### src/rtl/alu_decoder_pkg.sv
// alu_decoder_pkg: shared constants, select codes and the decoded-entry
// type for the RV32I OP / OP-IMM front end of the 32-bit alu.
package alu_decoder_pkg;

    // Major opcodes handled by the decoder
    localparam logic [6:0] OPC_OP     = 7'b0110011;
    localparam logic [6:0] OPC_OP_IMM = 7'b0010011;

    // funct3 values shared by OP and OP-IMM
    localparam logic [2:0] F3_ADD  = 3'b000;
    localparam logic [2:0] F3_SLL  = 3'b001;
    localparam logic [2:0] F3_SLT  = 3'b010;
    localparam logic [2:0] F3_SLTU = 3'b011;
    localparam logic [2:0] F3_XOR  = 3'b100;
    localparam logic [2:0] F3_SRL  = 3'b101;
    localparam logic [2:0] F3_OR   = 3'b110;
    localparam logic [2:0] F3_AND  = 3'b111;

    // funct7 values: base encoding and the alternate (sub) encoding
    localparam logic [6:0] F7_BASE = 7'b0000000;
    localparam logic [6:0] F7_ALT  = 7'b0100000;

    // Select codes understood by the alu
    typedef enum logic [3:0] {
        SEL_ADD  = 4'h0,
        SEL_SUB  = 4'h1,
        SEL_AND  = 4'h2,
        SEL_OR   = 4'h4,
        SEL_XOR  = 4'h6,
        SEL_SLL  = 4'h8,
        SEL_SRL  = 4'hA,
        SEL_SLT  = 4'hC,
        SEL_SLTU = 4'hE
    } alu_sel_e;

    // One decoded instruction as carried through the output stage
    typedef struct packed {
        alu_sel_e    select;
        logic [4:0]  rd;
        logic [4:0]  rs1;
        logic [4:0]  rs2;
        logic        use_imm;
        logic [31:0] imm;
        logic        illegal;
    } dec_entry_t;

    localparam dec_entry_t DEC_ENTRY_ZERO = '0;

    // Base-encoding funct3 to alu select (funct3 000 maps to add)
    function automatic alu_sel_e funct3_to_sel(input logic [2:0] f3);
        alu_sel_e sel;
        case (f3)
            F3_ADD:  sel = SEL_ADD;
            F3_SLL:  sel = SEL_SLL;
            F3_SLT:  sel = SEL_SLT;
            F3_SLTU: sel = SEL_SLTU;
            F3_XOR:  sel = SEL_XOR;
            F3_SRL:  sel = SEL_SRL;
            F3_OR:   sel = SEL_OR;
            F3_AND:  sel = SEL_AND;
            default: sel = SEL_ADD;
        endcase
        return sel;
    endfunction

endpackage

### src/rtl/alu_decoder_core.sv
// alu_decoder_core: purely combinational decode of one RV32I word into a
// dec_entry_t. OP-IMM support is present only when ALU_DECODER_IMM_EN is
// defined; otherwise OP-IMM words are reported illegal.
module alu_decoder_core
    import alu_decoder_pkg::*;
(
    input  logic [31:0] i_instr,
    output dec_entry_t  o_entry
);

    logic [6:0] w_opcode;
    logic [2:0] w_funct3;
    logic [6:0] w_funct7;

    assign w_opcode = i_instr[6:0];
    assign w_funct3 = i_instr[14:12];
    assign w_funct7 = i_instr[31:25];

    // Word-to-entry decode; illegal words carry only the register fields
    always_comb begin
        o_entry         = DEC_ENTRY_ZERO;
        o_entry.rd      = i_instr[11:7];
        o_entry.rs1     = i_instr[19:15];
        o_entry.rs2     = i_instr[24:20];
        o_entry.illegal = 1'b1;
        case (w_opcode)
            OPC_OP: begin
                if (w_funct7 == F7_BASE) begin
                    o_entry.select  = funct3_to_sel(w_funct3);
                    o_entry.illegal = 1'b0;
                end else if ((w_funct7 == F7_ALT) && (w_funct3 == F3_ADD)) begin
                    o_entry.select  = SEL_SUB;
                    o_entry.illegal = 1'b0;
                end else begin
                    // sra and any other funct7 variant are not supported
                    o_entry.illegal = 1'b1;
                end
            end
`ifdef ALU_DECODER_IMM_EN
            OPC_OP_IMM: begin
                if ((w_funct3 == F3_SLL) || (w_funct3 == F3_SRL)) begin
                    if (w_funct7 == F7_BASE) begin
                        o_entry.select  = funct3_to_sel(w_funct3);
                        o_entry.use_imm = 1'b1;
                        o_entry.imm     = {27'b0, i_instr[24:20]};
                        o_entry.illegal = 1'b0;
                    end else begin
                        // srai and malformed shift-immediates
                        o_entry.illegal = 1'b1;
                    end
                end else begin
                    o_entry.select  = funct3_to_sel(w_funct3);
                    o_entry.use_imm = 1'b1;
                    o_entry.imm     = {{20{i_instr[31]}}, i_instr[31:20]};
                    o_entry.illegal = 1'b0;
                end
            end
`endif
            default: begin
                o_entry.illegal = 1'b1;
            end
        endcase
    end

endmodule

### src/rtl/alu_decoder.sv
// alu_decoder: valid/ready front end for the alu. Decodes RV32I OP (and,
// with ALU_DECODER_IMM_EN defined, OP-IMM) words through one output
// register backed by a one-entry skid buffer, and counts illegal words
// with a saturating CNT_W-bit counter.
module alu_decoder
    import alu_decoder_pkg::*;
#(
    parameter int CNT_W = 16
) (
    input  logic             clk,
    input  logic             rst_n,
    input  logic             in_valid,
    output logic             in_ready,
    input  logic [31:0]      in_instr,
    output logic             out_valid,
    input  logic             out_ready,
    output logic [3:0]       out_select,
    output logic [4:0]       out_rd,
    output logic [4:0]       out_rs1,
    output logic [4:0]       out_rs2,
    output logic             out_use_imm,
    output logic [31:0]      out_imm,
    output logic             out_illegal,
    output logic [CNT_W-1:0] illegal_cnt
);

    localparam logic [CNT_W-1:0] CNT_MAX = {CNT_W{1'b1}};
    localparam logic [CNT_W-1:0] CNT_ONE = {{(CNT_W-1){1'b0}}, 1'b1};

    dec_entry_t       w_dec;
    logic             w_in_fire;
    logic             w_out_load;

    dec_entry_t       r_out;
    logic             r_out_valid;
    dec_entry_t       r_skid;
    // High when the skid buffer is empty; doubles as the registered in_ready
    logic             r_skid_empty;
    logic [CNT_W-1:0] r_illegal_cnt;

    alu_decoder_core u_core (
        .i_instr (in_instr),
        .o_entry (w_dec)
    );

    assign w_in_fire  = in_valid && r_skid_empty;
    // Output register may take a new value when empty or being drained
    assign w_out_load = !r_out_valid || out_ready;

    // Output register and skid buffer; skid drains before new words enter
    always_ff @(posedge clk or negedge rst_n) begin
        if (!rst_n) begin
            r_out        <= DEC_ENTRY_ZERO;
            r_out_valid  <= 1'b0;
            r_skid       <= DEC_ENTRY_ZERO;
            r_skid_empty <= 1'b1;
        end else begin
            if (w_out_load) begin
                if (!r_skid_empty) begin
                    // in_ready is low while the skid is full, so no new word arrives now
                    r_out        <= r_skid;
                    r_out_valid  <= 1'b1;
                    r_skid_empty <= 1'b1;
                end else if (w_in_fire) begin
                    r_out       <= w_dec;
                    r_out_valid <= 1'b1;
                end else begin
                    r_out_valid <= 1'b0;
                end
            end else if (w_in_fire) begin
                // Output stalled: park the accepted word so out_* stays stable
                r_skid       <= w_dec;
                r_skid_empty <= 1'b0;
            end
        end
    end

    // Saturating count of accepted illegal words
    always_ff @(posedge clk or negedge rst_n) begin
        if (!rst_n) begin
            r_illegal_cnt <= {CNT_W{1'b0}};
        end else if (w_in_fire && w_dec.illegal && (r_illegal_cnt != CNT_MAX)) begin
            r_illegal_cnt <= r_illegal_cnt + CNT_ONE;
        end
    end

    assign in_ready    = r_skid_empty;
    assign out_valid   = r_out_valid;
    assign out_select  = r_out.select;
    assign out_rd      = r_out.rd;
    assign out_rs1     = r_out.rs1;
    assign out_rs2     = r_out.rs2;
    assign out_use_imm = r_out.use_imm;
    assign out_imm     = r_out.imm;
    assign out_illegal = r_out.illegal;
    assign illegal_cnt = r_illegal_cnt;

endmodule

### config.mk
export PLATFORM = sky130hd
export DESIGN_NAME = alu_decoder
export DESIGN_NICKNAME = d
export VERILOG_FILES = /design/src/rtl/alu_decoder_pkg.sv /design/src/rtl/alu_decoder_core.sv /design/src/rtl/alu_decoder.sv
export SDC_FILE = /design/constraint.sdc
export NUM_CORES = 1
export LEC_CHECK = 0
export ABC_AREA = 1
export BUFFER_PORTS_ARGS = -buffer_cell sky130_fd_sc_hd__buf_2
export CAP_MARGIN = 20
export CORE_ASPECT_RATIO = 0.5
export CORE_MARGIN = 4
export CORE_UTILIZATION = 40
export CTS_CLUSTER_DIAMETER = 200
export CTS_CLUSTER_SIZE = 12
export DETAILED_ROUTE_END_ITERATION = 8
export PLACE_DENSITY = 0.6
export SETUP_SLACK_MARGIN = 0.5
export SYNTH_ARGS = -nofsm -noshare
export SYNTH_HDL_FRONTEND = slang
export SYNTH_HIERARCHICAL = 1
export SYNTH_SLANG_ARGS = --single-unit
### constraint.sdc
create_clock -name clk -period 1.25 [get_ports clk]
set_input_delay 0.0625 -clock clk [delete_from_list [all_inputs] [get_ports clk]]
set_output_delay 0.0625 -clock clk [all_outputs]
set_load 0.02 [all_outputs]
Yosys cells after proc, flatten, opt, wreduce, memory -nomap -nowiden
Memories as Yosys holds them, arrays and structs flattened.
Cells that the tools add are included.
W data, S select, Z words.

storage, ports and cells
  flip-flop bits (word level) = 91
  memory bits (read-only) = 24
  output and inout port bits = 71
  word-level logic and storage cells = 45
  memories = 1

cells by class
  add/sub/neg operators = 1
  equal/unequal tests = 4
  mux-type cells = 12
  bitwise operators = 1
  reductions and logical operators = 11

memories
  name              words  width  rd ports  clocked after Yosys merged registers in  wr ports  RTL line               source
  (name not given)  8      3      1         0                                        0         alu_decoder_pkg.sv:52  case (f3)

operators by type and width
  cell                     count
  $mux W53                 2
  $add A16 B1 Y16 const B  1
  $ne A16 B16 Y1 const B   1
  $eq A7 B6 Y1 const B     2
  $mux W1                  8
  $mux W4                  2
  $logic_not A7 Y1         1
  $logic_and A1 B1 Y1      4
  $reduce_and A2 Y1        2
  $logic_not A3 Y1         1
  $ne A2 B2 Y1 const B     1
  $reduce_bool A2 Y1       1
  $logic_not A1 Y1         1
  $logic_or A1 B1 Y1       1
  $not A1 Y1               1

Longest topological paths before layout
  word-level depth = 7
  gate-level depth with buffers = 12

Hierarchy
The synthesis kept the hierarchy.

by module, submodules not included
  module            times used  cells an instance  area each (sq um)  seq. area each (sq um)
  alu_decoder       1           687                5631.7             3104.2
  alu_decoder_core  1           80                 516.7              0.0

Least setup slack after synthesis
OpenSTA, ideal clock, no wires.

  kind = register -> register
  start = register r_illegal_cnt[0], in the netlist illegal_cnt[0]
  end = register r_illegal_cnt[9], in the netlist illegal_cnt[9]
  library setup time = 0.118 ns
  arrival time = 1.375 ns
  data required time = 1.132 ns
  setup slack = -0.243 ns
  cell stages (with the launch flop) = 9
  path buffers = 0
  path through = dfrtp_1 > ha_1 > nand3_1 > inv_2 > nand2_1 > nor2_4 > nor2_4 > nand2_1 > nand2_1

between the ends
  longest elaborated chain between the ends = 2
  elaborated cells between the ends (all ways) = 3
  classes of those cells = add/sub (1); eq/ne (1); reduce/logical (1)

ends and longest elaborated chain
  what                                                                     RTL line           source
  start: declaration                                                       alu_decoder.sv:39  logic [CNT_W-1:0] r_illegal_cnt;
  start signal: assignment                                                 alu_decoder.sv:81  r_illegal_cnt <= {CNT_W{1'b0}};
  start signal: assignment                                                 alu_decoder.sv:83  r_illegal_cnt <= r_illegal_cnt + CNT_ONE;
  parallel branches: the longest is 2 deep, another holds $add A16 B1 Y16  --

Parallel ways; which one is timed is not known.
A chain may end at the register's enable or synchronous reset.

Worst setup path in the final report
  start = register r_illegal_cnt[12], in the netlist illegal_cnt[12]
  end = register r_illegal_cnt[8], in the netlist illegal_cnt[8]

between the ends
  longest elaborated chain between the ends = 2

ends and longest elaborated chain
  what                 RTL line           source
  $ne A16 B16 Y1       alu_decoder.sv:82  end else if (w_in_fire && w_dec.illegal && (r_illegal_cnt != CNT_MAX)) begin
  $logic_and A1 B1 Y1  alu_decoder.sv:82

No other way between the ends.

==> impl_metrics.json <==
{
  "tritoncts": "built",
  "setup_viol_count_final": 126,
  "m1WireLength_um": 7740,
  "drc": 0,
  "root_buffer": "clkbuf_16",
  "rsz_0062_raised_after_global_routing": "yes",
  "critical_path_s_largest_stage_delay_ns": 0.42,
  "number_of_flops_mapped_to_enable_cells_by_yosys": 0,
  "num-nets-final": 1026,
  "final.hold.worst_slack_ns": -0.114,
  "row_count": 31,
  "grt_first_pass_wirelength_um": 24600,
  "holdPathStages": 3,
  "first_pass_iters": 4,
  "r2r-start": "illegal_cnt[12]",
  "maximum_number_of_pins_on_one_net_before_global_route_repair": 45,
  "ys_top_cells_by_area": "dfrtp_1, nand2_1, o21ai_0",
  "routedWlPerCell_um": 14.0,
  "fin_skew_ns": 0.00977,
  "grt_pass1_vias": 5062,
  "finalInstanceArea_sq_um": 9390,
  "power.ir.vdd_worst_v": 0.00122,
  "cellPowerDensity_nw_per_um2": 1620,
  "design.die.area_sq_um": 17500,
  "synth_async_sr_flop_share": 1.00,
  "synth_cells": 767,
  "area.growth.synth_to_final_pct": 52.7,
  "core_area_sq_um": 14700,
  "final_hold_viol_count": 1,
  "worst_setup_hold_path_clk_slew_ns": 0.06,
  "die_extent_in_y_um": 95.7,
  "insertion_delay_ns": 0.42,
  "via_per_inst": 4.56,
  "worst_hold_path_type": "input port to flip-flop",
  "report.final.slew_viol_count": 0,
  "final_antenna_net_count": 0,
  "dpl-instance-area_sq_um": 7040,
  "holdPathEnd": "in_ready",
  "numCtsBuffers": 17,
  "timing.max_cap.violations": 0,
  "detailed_place_hpwl_um": 9260,
  "yosysSeqAreaShare": 0.505,
  "layout.filler_cells": 1223,
  "clock_tree.buffer_depth": 2,
  "detailroute.via_count": 5472,
  "dominantRegCellSynth": "dfrtp_1",
  "static-leakage-power_nw": 4.67,
  "initial_core_util": 0.417,
  "die-width_um": 183,
  "highest-signal-layer": "met4",
  "netlist.area_leader.share": 0.501,
  "synth_area_per_inst_sq_um": 8.02,
  "grt_usage": 0.178,
  "gp_congestion": 0.793,
  "worstSetupPathType": "flip-flop to flip-flop",
  "endpoint_kind": "flip-flop",
  "critical-path-slowest-cell": "dfrtp_1",
  "met3_length_um": 671,
  "critical_path.startpoint": "illegal_cnt[12]",
  "htree_levels": 4,
  "most_common_cell_after_layout_fill_and_taps_aside": "nand2_1",
  "status": "finished with violations",
  "ratio_of_cells_with_drive_above_1_in_the_final_layout": 0.355,
  "syn-cell-area_sq_um": 6150,
  "r2r_path_end": "illegal_cnt[8]",
  "most_used_cells_in_the_layout_excluding_fill_and_tap_cells": "nand2_1, dfrtp_1, buf_6, o21ai_1, buf_4",
  "ys.warnings.count": 6,
  "detailedRoute.firstIterationViolations": 306,
  "crit_path_cell_trace": "nand2_1 -> nor2_4 -> buf_4 -> nand4_4 -> nand2_8 -> nand2_1 -> nand2_1",
  "i_o_pin_cnt": 107,
  "fin_ws_ns": -0.186,
  "ff2ff_path_depth": 7,
  "min-delay-start": "out_ready",
  "timing.critical_path.arrival_ns": 1.79,
  "layout_worst_path_cycle_share": 1.15,
  "violations": "negative hold slack, negative setup slack",
  "antenna_found_initial": 0,
  "holdBufCountCts": 16,
  "wl_um": 16800,
  "r2r_setup_slk_ns": -0.19,
  "startpoint_type": "flip-flop",
  "flip_flop_and_latch_count_after_synthesis": 124,
  "diodes": 0,
  "met2RoutedLength_um": 8180,
  "synth.largest_area_cell": "dfrtp_1",
  "worst_path_max_fanout": 5,
  "gr-total-overflow": 0,
  "timing.setup.tns_ns": -14.85,
  "crit_required_ns": 1.60,
  "maxClockFrequency_mhz": 696,
  "portBuffers": 106,
  "most_repeated_library_cell_on_the_critical_path": "nand2_1",
  "final.min_clock_period_ns": 1.44,
  "sink_count": 124,
  "synthDistinctLibCells": 33
}
power breakdown:
| part | total (mW) | internal, mW | leakage [nW] | switching, mW |
|---|---|---|---|---|
| clock | 5.16 | 3.17 | 0.294 | 1.99 |
| sequential | 5.53 | 4.91 | 1.53 | 0.620 |
| combinational | 4.51 | 2.31 | 2.84 | 2.20 |
| total | 15.2 | 10.4 | 4.67 | 4.81 |
layer usage:
layer | GRT usage | vias up
met5 | 0 | -
met1 | 0.226 | 2586
li1 | - | 2781
met4 | 0.0558 | 0
met3 | 0.0507 | 19
met2 | 0.299 | 86
area by class of cell:
| cell class | instances | area [sq um] | area share |
|---|---|---|---|
| multi-input cells | 525 | 2600 | 0.277 |
| inverters | 70 | 287 | 0.0305 |
| clock buffers | 17 | 425 | 0.0453 |
| well taps | 198 | 248 | 0.0264 |
| flip-flops and latches | 124 | 3120 | 0.333 |
| repair inverters | 2 | 28.8 | 0.00306 |
| repair buffers | 249 | 2490 | 0.265 |
| clock inverters | 15 | 189 | 0.0201 |
worst max path at each step:
stage,endpoint,slack (ns),depth (start not counted)
after floorplan,out_imm[10],-0.12,6
after CTS,out_select[0],-0.16,6
after global routing,illegal_cnt[8],-0.28,8
after detailed placement,r_skid[16],-0.19,5
final,illegal_cnt[8],-0.19,7
after global placement,r_skid[7],-0.15,5
through the flow:
stage	worst slack, ns	total power, mW	utilization	std cells	hold slack [ns]
final	-0.186	15.2	0.637	1200	-0.114
after CTS	-0.162	14.1	0.567	1147	-0.127
after global routing	-0.280	16.0	0.637	1200	-0.125
after global placement	-0.153	8.37	0.478	1078	-0.0655
after detailed placement	-0.192	8.46	0.478	1078	-0.0690
after floorplan	-0.121	7.38	-	799	-0.233
Yosys cell counts (2+ instances only):
library cell and count:
inv_2 3, o21ai_0 88, buf_6 5, clkbuf_1 6
buf_4 55, xor2_1 3, o21ai_1 53, dfrtp_1 123
nand2_1 278, nor2_4 6, nand3b_1 5, nor2_2 3
nand4_1 5, buf_2 14, inv_1 66, xnor2_1 2
nand2_2 4, nand3_1 8, nor2_1 26
cell families after synthesis:
family	share of synthesized area
buffers and inverters	0.135
xor gates and xnor gates	0.00712
and+or+nand+nor	0.232
AOI/OAI and AO/OA	0.118
adders and majority gates	0.00203
DFF	0.505
other	0.000610
registers in the layout, summed over array words and instances, names as in the netlist, 4 cells and up:
signal and flops:
r_skid 53, out_imm 32, illegal_cnt 16, out_rd 5
out_rs1 5, out_rs2 5, out_select 4
timing repair:
action                                  CTS  global route
endpoints found under the setup margin  195           195
hold endpoints to repair                151             1
resized for setup                        92           198
setup buffers                            15            46
cloned                                    6             7
pin swaps                                12            45
worst max-delay path, delay by kind of cell, from the launching register on:
kind / cells / cell delay [ns]
AND/OR/NAND/NOR: 6 / 0.79
flip-flops: 1 / 0.42
buffers and inverters: 1 / 0.16
Power figures use the tool's default switching activity.
